$ cat src/rtl/map_access_arbiter_if.sv
// Bus bundle between the map RAM arbiter, its three requesters and the RAM.
interface map_access_arbiter_if #(
  parameter int unsigned CELL_W = 4,
  parameter int unsigned COLS   = 40,
  parameter int unsigned ROW_AW = 5,
  parameter int unsigned COL_AW = 6
);
  localparam int unsigned W = CELL_W * COLS;

  // Renderer
  logic              vid_req;
  logic [ROW_AW-1:0] vid_row;
  logic              vid_ack;
  // Pacman collision logic
  logic              pac_req;
  logic [ROW_AW-1:0] pac_row;
  logic [COL_AW-1:0] pac_col;
  logic              pac_we;
  logic [CELL_W-1:0] pac_wdata;
  logic              pac_ack;
  // Ghost mover
  logic              gh_req;
  logic [ROW_AW-1:0] gh_row;
  logic [COL_AW-1:0] gh_col;
  logic              gh_we;
  logic [CELL_W-1:0] gh_wdata;
  logic              gh_ack;
  // Shared results
  logic [W-1:0]      rd_word;
  logic [CELL_W-1:0] rd_cell;
  logic              col_err;
  // RAM side
  logic [ROW_AW-1:0] ram_addr;
  logic [W-1:0]      ram_data;
  logic              ram_wren;
  logic [W-1:0]      ram_q;

  // Arbiter side
  modport slave (
    input  vid_req, vid_row,
    input  pac_req, pac_row, pac_col, pac_we, pac_wdata,
    input  gh_req, gh_row, gh_col, gh_we, gh_wdata,
    input  ram_q,
    output vid_ack, pac_ack, gh_ack, rd_word, rd_cell, col_err,
    output ram_addr, ram_data, ram_wren
  );

  // Requesters and RAM side
  modport master (
    output vid_req, vid_row,
    output pac_req, pac_row, pac_col, pac_we, pac_wdata,
    output gh_req, gh_row, gh_col, gh_we, gh_wdata,
    output ram_q,
    input  vid_ack, pac_ack, gh_ack, rd_word, rd_cell, col_err,
    input  ram_addr, ram_data, ram_wren
  );
endinterface

$ cat src/rtl/map_access_arbiter.sv
// Serialises renderer row reads and pacman/ghost cell read-modify-writes onto the
// single-port map RAM. Each transaction is atomic: IDLE -> ADDR -> DATA -> [WRITE] -> ACK.
module map_access_arbiter #(
  parameter int unsigned CELL_W = 4,
  parameter int unsigned COLS   = 40,
  parameter int unsigned ROW_AW = 5,
  parameter int unsigned COL_AW = 6
) (
  input logic                 CLOCK_50,
  input logic                 reset_n,
  map_access_arbiter_if.slave bus_io
);
  localparam int unsigned W = CELL_W * COLS;

  typedef enum logic [2:0] {StIdle, StAddr, StData, StWrite, StAck} state_e;
  typedef enum logic [1:0] {IdVid, IdPac, IdGh} req_id_e;

  state_e            state_q;
  req_id_e           id_q;
  logic [ROW_AW-1:0] row_q;
  logic [COL_AW-1:0] col_q;
  logic              we_q;
  logic [CELL_W-1:0] wdata_q;
  logic              prefer_gh_q;  // set once pac has been served, so gh wins the next tie
  logic              vid_ack_q, pac_ack_q, gh_ack_q, col_err_q;
  logic [ROW_AW-1:0] ram_addr_q;
  logic [W-1:0]      ram_data_q;
  logic              ram_wren_q;
  logic [W-1:0]      rd_word_q;
  logic [CELL_W-1:0] rd_cell_q;

  req_id_e           win_id;
  logic [ROW_AW-1:0] win_row;
  logic [COL_AW-1:0] win_col;
  logic              win_we;
  logic [CELL_W-1:0] win_wdata;
  logic              any_req;
  logic              col_ok;
  logic [CELL_W-1:0] cell_old;
  logic [W-1:0]      word_new;

  // Pick the winner: renderer first, then pac/gh round-robin.
  always_comb begin
    win_id    = IdVid;
    win_row   = bus_io.vid_row;
    win_col   = '0;
    win_we    = 1'b0;
    win_wdata = '0;
    any_req   = bus_io.vid_req | bus_io.pac_req | bus_io.gh_req;
    if (bus_io.vid_req) begin
      win_id = IdVid;
    end else if (bus_io.pac_req && (!bus_io.gh_req || !prefer_gh_q)) begin
      win_id    = IdPac;
      win_row   = bus_io.pac_row;
      win_col   = bus_io.pac_col;
      win_we    = bus_io.pac_we;
      win_wdata = bus_io.pac_wdata;
    end else if (bus_io.gh_req) begin
      win_id    = IdGh;
      win_row   = bus_io.gh_row;
      win_col   = bus_io.gh_col;
      win_we    = bus_io.gh_we;
      win_wdata = bus_io.gh_wdata;
    end
  end

  // Extract the addressed cell from the RAM word and build the modified word.
  always_comb begin
    col_ok   = (col_q < COL_AW'(COLS));
    cell_old = '0;
    word_new = bus_io.ram_q;
    for (int unsigned i = 0; i < COLS; i++) begin
      if (col_q == COL_AW'(i)) begin
        cell_old = bus_io.ram_q[W-1-CELL_W*i -: CELL_W];
        word_new[W-1-CELL_W*i -: CELL_W] = wdata_q;
      end
    end
  end

  // Transaction sequencer with registered RAM controls and ack pulses.
  always_ff @(posedge CLOCK_50 or negedge reset_n) begin
    if (!reset_n) begin
      state_q     <= StIdle;
      id_q        <= IdVid;
      row_q       <= '0;
      col_q       <= '0;
      we_q        <= 1'b0;
      wdata_q     <= '0;
      prefer_gh_q <= 1'b0;
      vid_ack_q   <= 1'b0;
      pac_ack_q   <= 1'b0;
      gh_ack_q    <= 1'b0;
      col_err_q   <= 1'b0;
      ram_addr_q  <= '0;
      ram_data_q  <= '0;
      ram_wren_q  <= 1'b0;
      rd_word_q   <= '0;
      rd_cell_q   <= '0;
    end else begin
      vid_ack_q  <= 1'b0;
      pac_ack_q  <= 1'b0;
      gh_ack_q   <= 1'b0;
      col_err_q  <= 1'b0;
      ram_wren_q <= 1'b0;
      unique case (state_q)
        StIdle: begin
          if (any_req) begin
            id_q       <= win_id;
            row_q      <= win_row;
            col_q      <= win_col;
            we_q       <= win_we;
            wdata_q    <= win_wdata;
            ram_addr_q <= win_row;
            if (win_id == IdPac) prefer_gh_q <= 1'b1;
            if (win_id == IdGh)  prefer_gh_q <= 1'b0;
            state_q    <= StAddr;
          end
        end
        StAddr: state_q <= StData;
        StData: begin
          rd_word_q <= bus_io.ram_q;
          rd_cell_q <= cell_old;
          if (we_q && col_ok) begin
            ram_data_q <= word_new;
            ram_wren_q <= 1'b1;
            state_q    <= StWrite;
          end else begin
            vid_ack_q <= (id_q == IdVid);
            pac_ack_q <= (id_q == IdPac);
            gh_ack_q  <= (id_q == IdGh);
            col_err_q <= ~col_ok;
            state_q   <= StAck;
          end
        end
        StWrite: begin
          vid_ack_q <= (id_q == IdVid);
          pac_ack_q <= (id_q == IdPac);
          gh_ack_q  <= (id_q == IdGh);
          state_q   <= StAck;
        end
        StAck:   state_q <= StIdle;
        default: state_q <= StIdle;
      endcase
    end
  end

  assign bus_io.vid_ack  = vid_ack_q;
  assign bus_io.pac_ack  = pac_ack_q;
  assign bus_io.gh_ack   = gh_ack_q;
  assign bus_io.col_err  = col_err_q;
  assign bus_io.rd_word  = rd_word_q;
  assign bus_io.rd_cell  = rd_cell_q;
  assign bus_io.ram_addr = ram_addr_q;
  assign bus_io.ram_data = ram_data_q;
  assign bus_io.ram_wren = ram_wren_q;
endmodule

$ cat src/flat_wrapper.sv
// flat-port wrapper written by rule: the top's interface ports become plain ports
module map_access_arbiter_flat 
#(
  parameter int unsigned CELL_W = 4,
  parameter int unsigned COLS   = 40,
  parameter int unsigned ROW_AW = 5,
  parameter int unsigned COL_AW = 6
)
  (CLOCK_50, reset_n, bus_io_vid_req, bus_io_vid_row, bus_io_pac_req, bus_io_pac_row, bus_io_pac_col, bus_io_pac_we, bus_io_pac_wdata, bus_io_gh_req, bus_io_gh_row, bus_io_gh_col, bus_io_gh_we, bus_io_gh_wdata, bus_io_ram_q, bus_io_vid_ack, bus_io_pac_ack, bus_io_gh_ack, bus_io_rd_word, bus_io_rd_cell, bus_io_col_err, bus_io_ram_addr, bus_io_ram_data, bus_io_ram_wren);
  map_access_arbiter_if #(.CELL_W(CELL_W), .COLS(COLS), .ROW_AW(ROW_AW), .COL_AW(COL_AW)) bus_io_i ();
  input logic CLOCK_50;
  input logic reset_n;
  input wire logic [$bits(bus_io_i.vid_req)-1:0] bus_io_vid_req;
  input wire logic [$bits(bus_io_i.vid_row)-1:0] bus_io_vid_row;
  input wire logic [$bits(bus_io_i.pac_req)-1:0] bus_io_pac_req;
  input wire logic [$bits(bus_io_i.pac_row)-1:0] bus_io_pac_row;
  input wire logic [$bits(bus_io_i.pac_col)-1:0] bus_io_pac_col;
  input wire logic [$bits(bus_io_i.pac_we)-1:0] bus_io_pac_we;
  input wire logic [$bits(bus_io_i.pac_wdata)-1:0] bus_io_pac_wdata;
  input wire logic [$bits(bus_io_i.gh_req)-1:0] bus_io_gh_req;
  input wire logic [$bits(bus_io_i.gh_row)-1:0] bus_io_gh_row;
  input wire logic [$bits(bus_io_i.gh_col)-1:0] bus_io_gh_col;
  input wire logic [$bits(bus_io_i.gh_we)-1:0] bus_io_gh_we;
  input wire logic [$bits(bus_io_i.gh_wdata)-1:0] bus_io_gh_wdata;
  input wire logic [$bits(bus_io_i.ram_q)-1:0] bus_io_ram_q;
  output wire logic [$bits(bus_io_i.vid_ack)-1:0] bus_io_vid_ack;
  output wire logic [$bits(bus_io_i.pac_ack)-1:0] bus_io_pac_ack;
  output wire logic [$bits(bus_io_i.gh_ack)-1:0] bus_io_gh_ack;
  output wire logic [$bits(bus_io_i.rd_word)-1:0] bus_io_rd_word;
  output wire logic [$bits(bus_io_i.rd_cell)-1:0] bus_io_rd_cell;
  output wire logic [$bits(bus_io_i.col_err)-1:0] bus_io_col_err;
  output wire logic [$bits(bus_io_i.ram_addr)-1:0] bus_io_ram_addr;
  output wire logic [$bits(bus_io_i.ram_data)-1:0] bus_io_ram_data;
  output wire logic [$bits(bus_io_i.ram_wren)-1:0] bus_io_ram_wren;
  assign bus_io_i.vid_req = bus_io_vid_req;
  assign bus_io_i.vid_row = bus_io_vid_row;
  assign bus_io_i.pac_req = bus_io_pac_req;
  assign bus_io_i.pac_row = bus_io_pac_row;
  assign bus_io_i.pac_col = bus_io_pac_col;
  assign bus_io_i.pac_we = bus_io_pac_we;
  assign bus_io_i.pac_wdata = bus_io_pac_wdata;
  assign bus_io_i.gh_req = bus_io_gh_req;
  assign bus_io_i.gh_row = bus_io_gh_row;
  assign bus_io_i.gh_col = bus_io_gh_col;
  assign bus_io_i.gh_we = bus_io_gh_we;
  assign bus_io_i.gh_wdata = bus_io_gh_wdata;
  assign bus_io_i.ram_q = bus_io_ram_q;
  assign bus_io_vid_ack = bus_io_i.vid_ack;
  assign bus_io_pac_ack = bus_io_i.pac_ack;
  assign bus_io_gh_ack = bus_io_i.gh_ack;
  assign bus_io_rd_word = bus_io_i.rd_word;
  assign bus_io_rd_cell = bus_io_i.rd_cell;
  assign bus_io_col_err = bus_io_i.col_err;
  assign bus_io_ram_addr = bus_io_i.ram_addr;
  assign bus_io_ram_data = bus_io_i.ram_data;
  assign bus_io_ram_wren = bus_io_i.ram_wren;
  map_access_arbiter #(.CELL_W(CELL_W), .COLS(COLS), .ROW_AW(ROW_AW), .COL_AW(COL_AW)) u_core (.CLOCK_50(CLOCK_50), .reset_n(reset_n), .bus_io(bus_io_i));
endmodule
$ cat config.mk
export PLATFORM = sky130hd
export DESIGN_NAME = map_access_arbiter_flat
export DESIGN_NICKNAME = d
export VERILOG_FILES = /design/src/rtl/map_access_arbiter_if.sv /design/src/rtl/map_access_arbiter.sv /design/src/flat_wrapper.sv
export SDC_FILE = /design/constraint.sdc
export NUM_CORES = 1
export LEC_CHECK = 0
export CORE_AREA = 2 2 210 212
export DETAILED_ROUTE_END_ITERATION = 8
export DIE_AREA = 0 0 212 214
export GPL_TIMING_DRIVEN = 0
export PLACE_DENSITY_LB_ADDON = 0.08
export SLEW_MARGIN = 0
export SYNTH_ARGS = -nofsm -noshare
export SYNTH_HDL_FRONTEND = slang
export SYNTH_SLANG_ARGS = --single-unit
$ cat constraint.sdc
create_clock -name CLOCK_50 -period 3.7 [get_ports CLOCK_50]
set_clock_uncertainty 0.15 [all_clocks]
set_input_delay 0.74 -clock CLOCK_50 [delete_from_list [all_inputs] [get_ports CLOCK_50]]
set_output_delay 0.74 -clock CLOCK_50 [all_outputs]
set_load 0.05 [all_outputs]
==> results.txt <==
----------------------------------------------------
[Run status]
  Run status ... finished clean

[Placement]
  Count of buffers from port buffering ... 533
  Cell total after placement ... 3065
  Pre-CTS WS ... 174.8 ps
  Post-detail-place hpwl ... 58620 um
  Instance area after placement ... 23260 um2
  Routability Congestion ... 0.9353

[Cells and area]
  Fillers ... 4003
  Share of final-layout standard cells stronger than drive strength 1 ... 0.05848
  Final cell count without fillers ... 3134
  Number of nets in the final layout ... 2727
  Synth-to-layout area growth ... 43.49%
  Post-route cell area ... 24550 um2
  Commonest non-fill, non-tap cell in the layout ... sky130_fd_sc_hd__nand2_1
  Commonest non-fill, non-tap cells in the layout ... 733 x sky130_fd_sc_hd__nand2_1, 532 x sky130_fd_sc_hd__clkdlybuf4s50_1, 351 x sky130_fd_sc_hd__dfrtp_1, 174 x sky130_fd_sc_hd__o21ai_0, 132 x sky130_fd_sc_hd__mux2i_1
  Final core area utilization ... 0.5725

[Floorplan]
  Std-Cell Rows ... 76
  Chip height ... 214 um
  Die outline width ... 212 um
  Core ar. ... 42890 um2
  I/O pin count ... 536
  Die outline area ... 45370 um2
  Initial core utilization ... 0.3990

[Power and ir drop]
  NetSw ... 14.21 mW
  Cell leakage power ... 11.56 nW
  Switching share of power ... 0.5241
  Clk pwr share ... 0.146
  Peak supply drop ... 0.6555 mV
  Power density over the cells ... 1105 nW/um2
  Combinational Power Share ... 0.605
  Internal power component ... 12.90 mW
  Share of power burned in registers ... 0.249
  Total Power Consumption ... 27.12 mW

[CTS]
  Root Driver ... sky130_fd_sc_hd__clkbuf_16
  CTS Buffer Depth ... 3
  Clock tree from TritonCTS ... yes
  Sink count of the clock tree ... 351
  Post-CTS Repair Setup Buffers ... 0
  Clock transition at the registers of the reported paths ... 60 ps
  Number of levels the H-tree was split into ... 2
  Worst skew pair latency ... 560 ps
  TritonCTS Buffers ... 41

[Worst setup path]
  Crit path largest cell delay ... 570 ps
  Setup slack of the most critical reg-to-reg path ... 130 ps
  Arrival time at the worst endpoint ... 3820 ps
  CP max stage cell ... sky130_fd_sc_hd__nand3_1
  CP Cell Sequence ... buf_6 > o21ai_0 > nand3_1 > buf_2 > clkbuf_1 > buf_2 > nand2_1 > o21ai_0
  Critical-path maximum fanout ... 10
  Kind of end point of the critical path ... flop
  Class of the most critical setup path ... flop to flop
  Element type at the critical path start ... flop
  Endpoint required time on the critical path ... 3950 ps

[Global routing]
  Number of antenna violations at the first check in global routing ... 0
  Largest net degree at the start of global routing ... 115
  Global-route total usage across every layer ... 0.3332
  Vias in the first global route ... 17300
  Total congestion overflow ... 0
  Global-route wire length before repair ... 112500 um

[Routing]
  Detailed Route WL ... 76720 um
  First-pass detailed-route iteration total ... 6
  Count of routing violations after the opening detailed-route iteration ... 1513
  Detailed-route wire length per cell ... 24.48 um
  Vias per std cell ... 5.485
  Via count ... 17190
  DRC violation count after routing ... 0
  Antenna-violating nets left ... 0

[Worst hold path]
  Type of the worst min-delay path ... flop to flop

[Yosys]
  Share of flip-flops with an asynchronous set or reset after synthesis ... 1.000
  Synth Net Count ... 2147
  Mean area per synthesized cell ... 8.802 um2
  Netlist area before placement ... 17110 um2
  Sequential element share of the synthesized area ... 0.5133
  Total of warnings raised by yosys ... 0
  Flop and latch count out of synthesis ... 351
  EDFF count, synth ... 0
  Cell count after synthesis ... 1944
  Leading register cell type out of synthesis ... sky130_fd_sc_hd__dfrtp_1
  Count of unique library cells instantiated by Yosys ... 84

[STA]
  Final Setup Violations ... 0
  Setup_tns ... 0 ps
  Final Hold Fails ... 0
  F_max ... 280.5 MHz
  Tmin final ... 3565 ps
  Final clock period utilization by the worst path ... 0.9635
  Slew @ Worst Pin ... 1284 ps
  Count of pins over their slew limit ... 0
  Smallest hold slack ... 319.5 ps
  Unrepaired setup endpoints after global routing ... no
  Slew HR ... 0.1442
  Worst setup margin ... 135.0 ps

[Run]
  Number of maximum-capacitance violations ... 0

----------------------------------------------------
==> layout make-up <==
type | instances | area, um2 | area share
Timing Repair Buffer | 537 | 5433 | 0.2213
Sequential cell | 351 | 8783 | 0.3578
Multi-Input combinational cell | 1431 | 7596 | 0.3094
Clock buffer | 56 | 1162 | 0.04734
Tap cell | 585 | 732.0 | 0.02981
Clock inverter | 11 | 111.4 | 0.004536
Antenna cell | 1 | 2.502 | 0.0001019
Inverter | 16 | 60.06 | 0.002446
Buffer | 146 | 670.6 | 0.02732
==> synthesized netlist by cell type, types with 3 or more instances <==
| library cell | number | share of area |
|---|---|---|
| sky130_fd_sc_hd__a221oi_1 | 4 | 0.0020 |
| sky130_fd_sc_hd__nand4bb_1 | 3 | 0.0020 |
| sky130_fd_sc_hd__a2bb2oi_1 | 6 | 0.0031 |
| sky130_fd_sc_hd__nand2_1 | 733 | 0.16 |
| sky130_fd_sc_hd__a21oi_1 | 41 | 0.012 |
| sky130_fd_sc_hd__o2111ai_1 | 5 | 0.0026 |
| sky130_fd_sc_hd__buf_2 | 40 | 0.012 |
| sky130_fd_sc_hd__or3_1 | 3 | 0.0011 |
| sky130_fd_sc_hd__o2bb2ai_1 | 5 | 0.0026 |
| sky130_fd_sc_hd__nor2_1 | 65 | 0.014 |
| sky130_fd_sc_hd__a211o_1 | 4 | 0.0020 |
| sky130_fd_sc_hd__o31a_1 | 3 | 0.0015 |
| sky130_fd_sc_hd__clkbuf_1 | 86 | 0.019 |
| sky130_fd_sc_hd__nor3b_1 | 4 | 0.0018 |
| sky130_fd_sc_hd__a211oi_1 | 8 | 0.0035 |
| sky130_fd_sc_hd__o221ai_1 | 10 | 0.0051 |
| sky130_fd_sc_hd__a22oi_1 | 10 | 0.0044 |
| sky130_fd_sc_hd__nor4bb_1 | 4 | 0.0023 |
| sky130_fd_sc_hd__nand2b_1 | 7 | 0.0026 |
| sky130_fd_sc_hd__buf_4 | 3 | 0.0013 |
| sky130_fd_sc_hd__nor4b_4 | 3 | 0.0042 |
| sky130_fd_sc_hd__nor3_1 | 10 | 0.0029 |
| sky130_fd_sc_hd__mux2_2 | 6 | 0.0039 |
| sky130_fd_sc_hd__nand3_1 | 11 | 0.0032 |
| sky130_fd_sc_hd__and2_1 | 8 | 0.0029 |
| sky130_fd_sc_hd__o22ai_1 | 17 | 0.0062 |
| sky130_fd_sc_hd__inv_1 | 13 | 0.0029 |
| sky130_fd_sc_hd__mux2i_1 | 132 | 0.077 |
| sky130_fd_sc_hd__or3b_2 | 4 | 0.0020 |
| sky130_fd_sc_hd__and3_1 | 18 | 0.0066 |
| sky130_fd_sc_hd__dfrtp_1 | 351 | 0.51 |
| sky130_fd_sc_hd__o211ai_1 | 7 | 0.0031 |
| sky130_fd_sc_hd__o31ai_1 | 4 | 0.0018 |
| sky130_fd_sc_hd__buf_1 | 8 | 0.0018 |
| sky130_fd_sc_hd__buf_6 | 8 | 0.0053 |
| sky130_fd_sc_hd__nand3b_1 | 5 | 0.0022 |
| sky130_fd_sc_hd__o21ai_0 | 174 | 0.051 |
| sky130_fd_sc_hd__nor2b_1 | 15 | 0.0055 |
| sky130_fd_sc_hd__o21a_1 | 3 | 0.0013 |
| sky130_fd_sc_hd__a32oi_1 | 4 | 0.0020 |
| sky130_fd_sc_hd__a21boi_0 | 3 | 0.0013 |
| sky130_fd_sc_hd__a31oi_1 | 41 | 0.015 |
==> cell families after synthesis <==
| family | count (synthesis) | share of synthesized area |
|---|---|---|
| AOI/OAI and AO/OA | 372 | 0.1321 |
| adders and majority gates | 1 | 0.0007311 |
| buffers and inverters | 162 | 0.04271 |
| DFF | 351 | 0.5133 |
| muxes | 139 | 0.08249 |
| and+or+nand+nor | 919 | 0.2286 |
==> metal layers <==
layer,track usage,wire length [um],share of wire,up-vias
met5,0,0,0,-
met4,0.1174,2686,0.035,0
met3,0.08034,6631,0.086,147
met2,0.5501,36260,0.47,829
met1,0.4256,31140,0.41,8477
li1,-,-,-,7736
==> repair_timing <==
item,4_1_cts,5_1_grt
setup endpoints to repair,0,0
endpoints found under the hold margin,43,0
hold buffers,1,0
resized for setup,0,0
==> path summary, 6_finish.rpt <==
| kind | end | from | depth (start not counted) |
|---|---|---|---|
| setup / recovery | u_core.bus_io.ram_data[111] | u_core.col_q[3] | 8 |
| hold / removal | u_core.bus_io.rd_word[23] | u_core.bus_io.rd_word[23] | 2 |
| setup reg to reg | u_core.bus_io.ram_data[111] | u_core.col_q[3] | 8 |
| hold reg to reg | u_core.bus_io.rd_word[23] | u_core.bus_io.rd_word[23] | 2 |
| max in group asynchronous | u_core.bus_io.rd_word[92] | reset_n | 4 |
| min in group asynchronous | u_core.bus_io.rd_word[14] | reset_n | 2 |
==> power groups by stage <==
stage / sequential (mW) / clock [mW] / combinational (mW)
after floorplan: 12.7 / 0 / 4.02
after global placement: 6.76 / 0 / 16.2
after detailed placement: 6.78 / 0 / 16.3
after CTS: 6.74 / 4.00 / 16.4
after global routing: 6.97 / 4.17 / 17.2
final: 6.75 / 3.96 / 16.4
==> flip-flops by register name (all words and copies together), names as in the netlist, 2 cells and up <==
name / cells
u_core.bus_io.ram_addr: 5
u_core.col_q: 6
u_core.bus_io.rd_word: 160
u_core.state_q: 3
u_core.wdata_q: 4
u_core.id_q: 2
u_core.bus_io.rd_cell: 4
u_core.bus_io.ram_data: 160
==> worst max-delay path: cells and delay by family (launching register included) <==
| family | cells | cell delay (ps) |
|---|---|---|
| AO/OA/AOI/OAI | 2 | 620 |
| AND/OR/NAND/NOR | 2 | 660 |
| flip-flops | 1 | 470 |
| buffers and inverters | 4 | 1500 |
No activity file was read; power rests on OpenSTA's default activity.
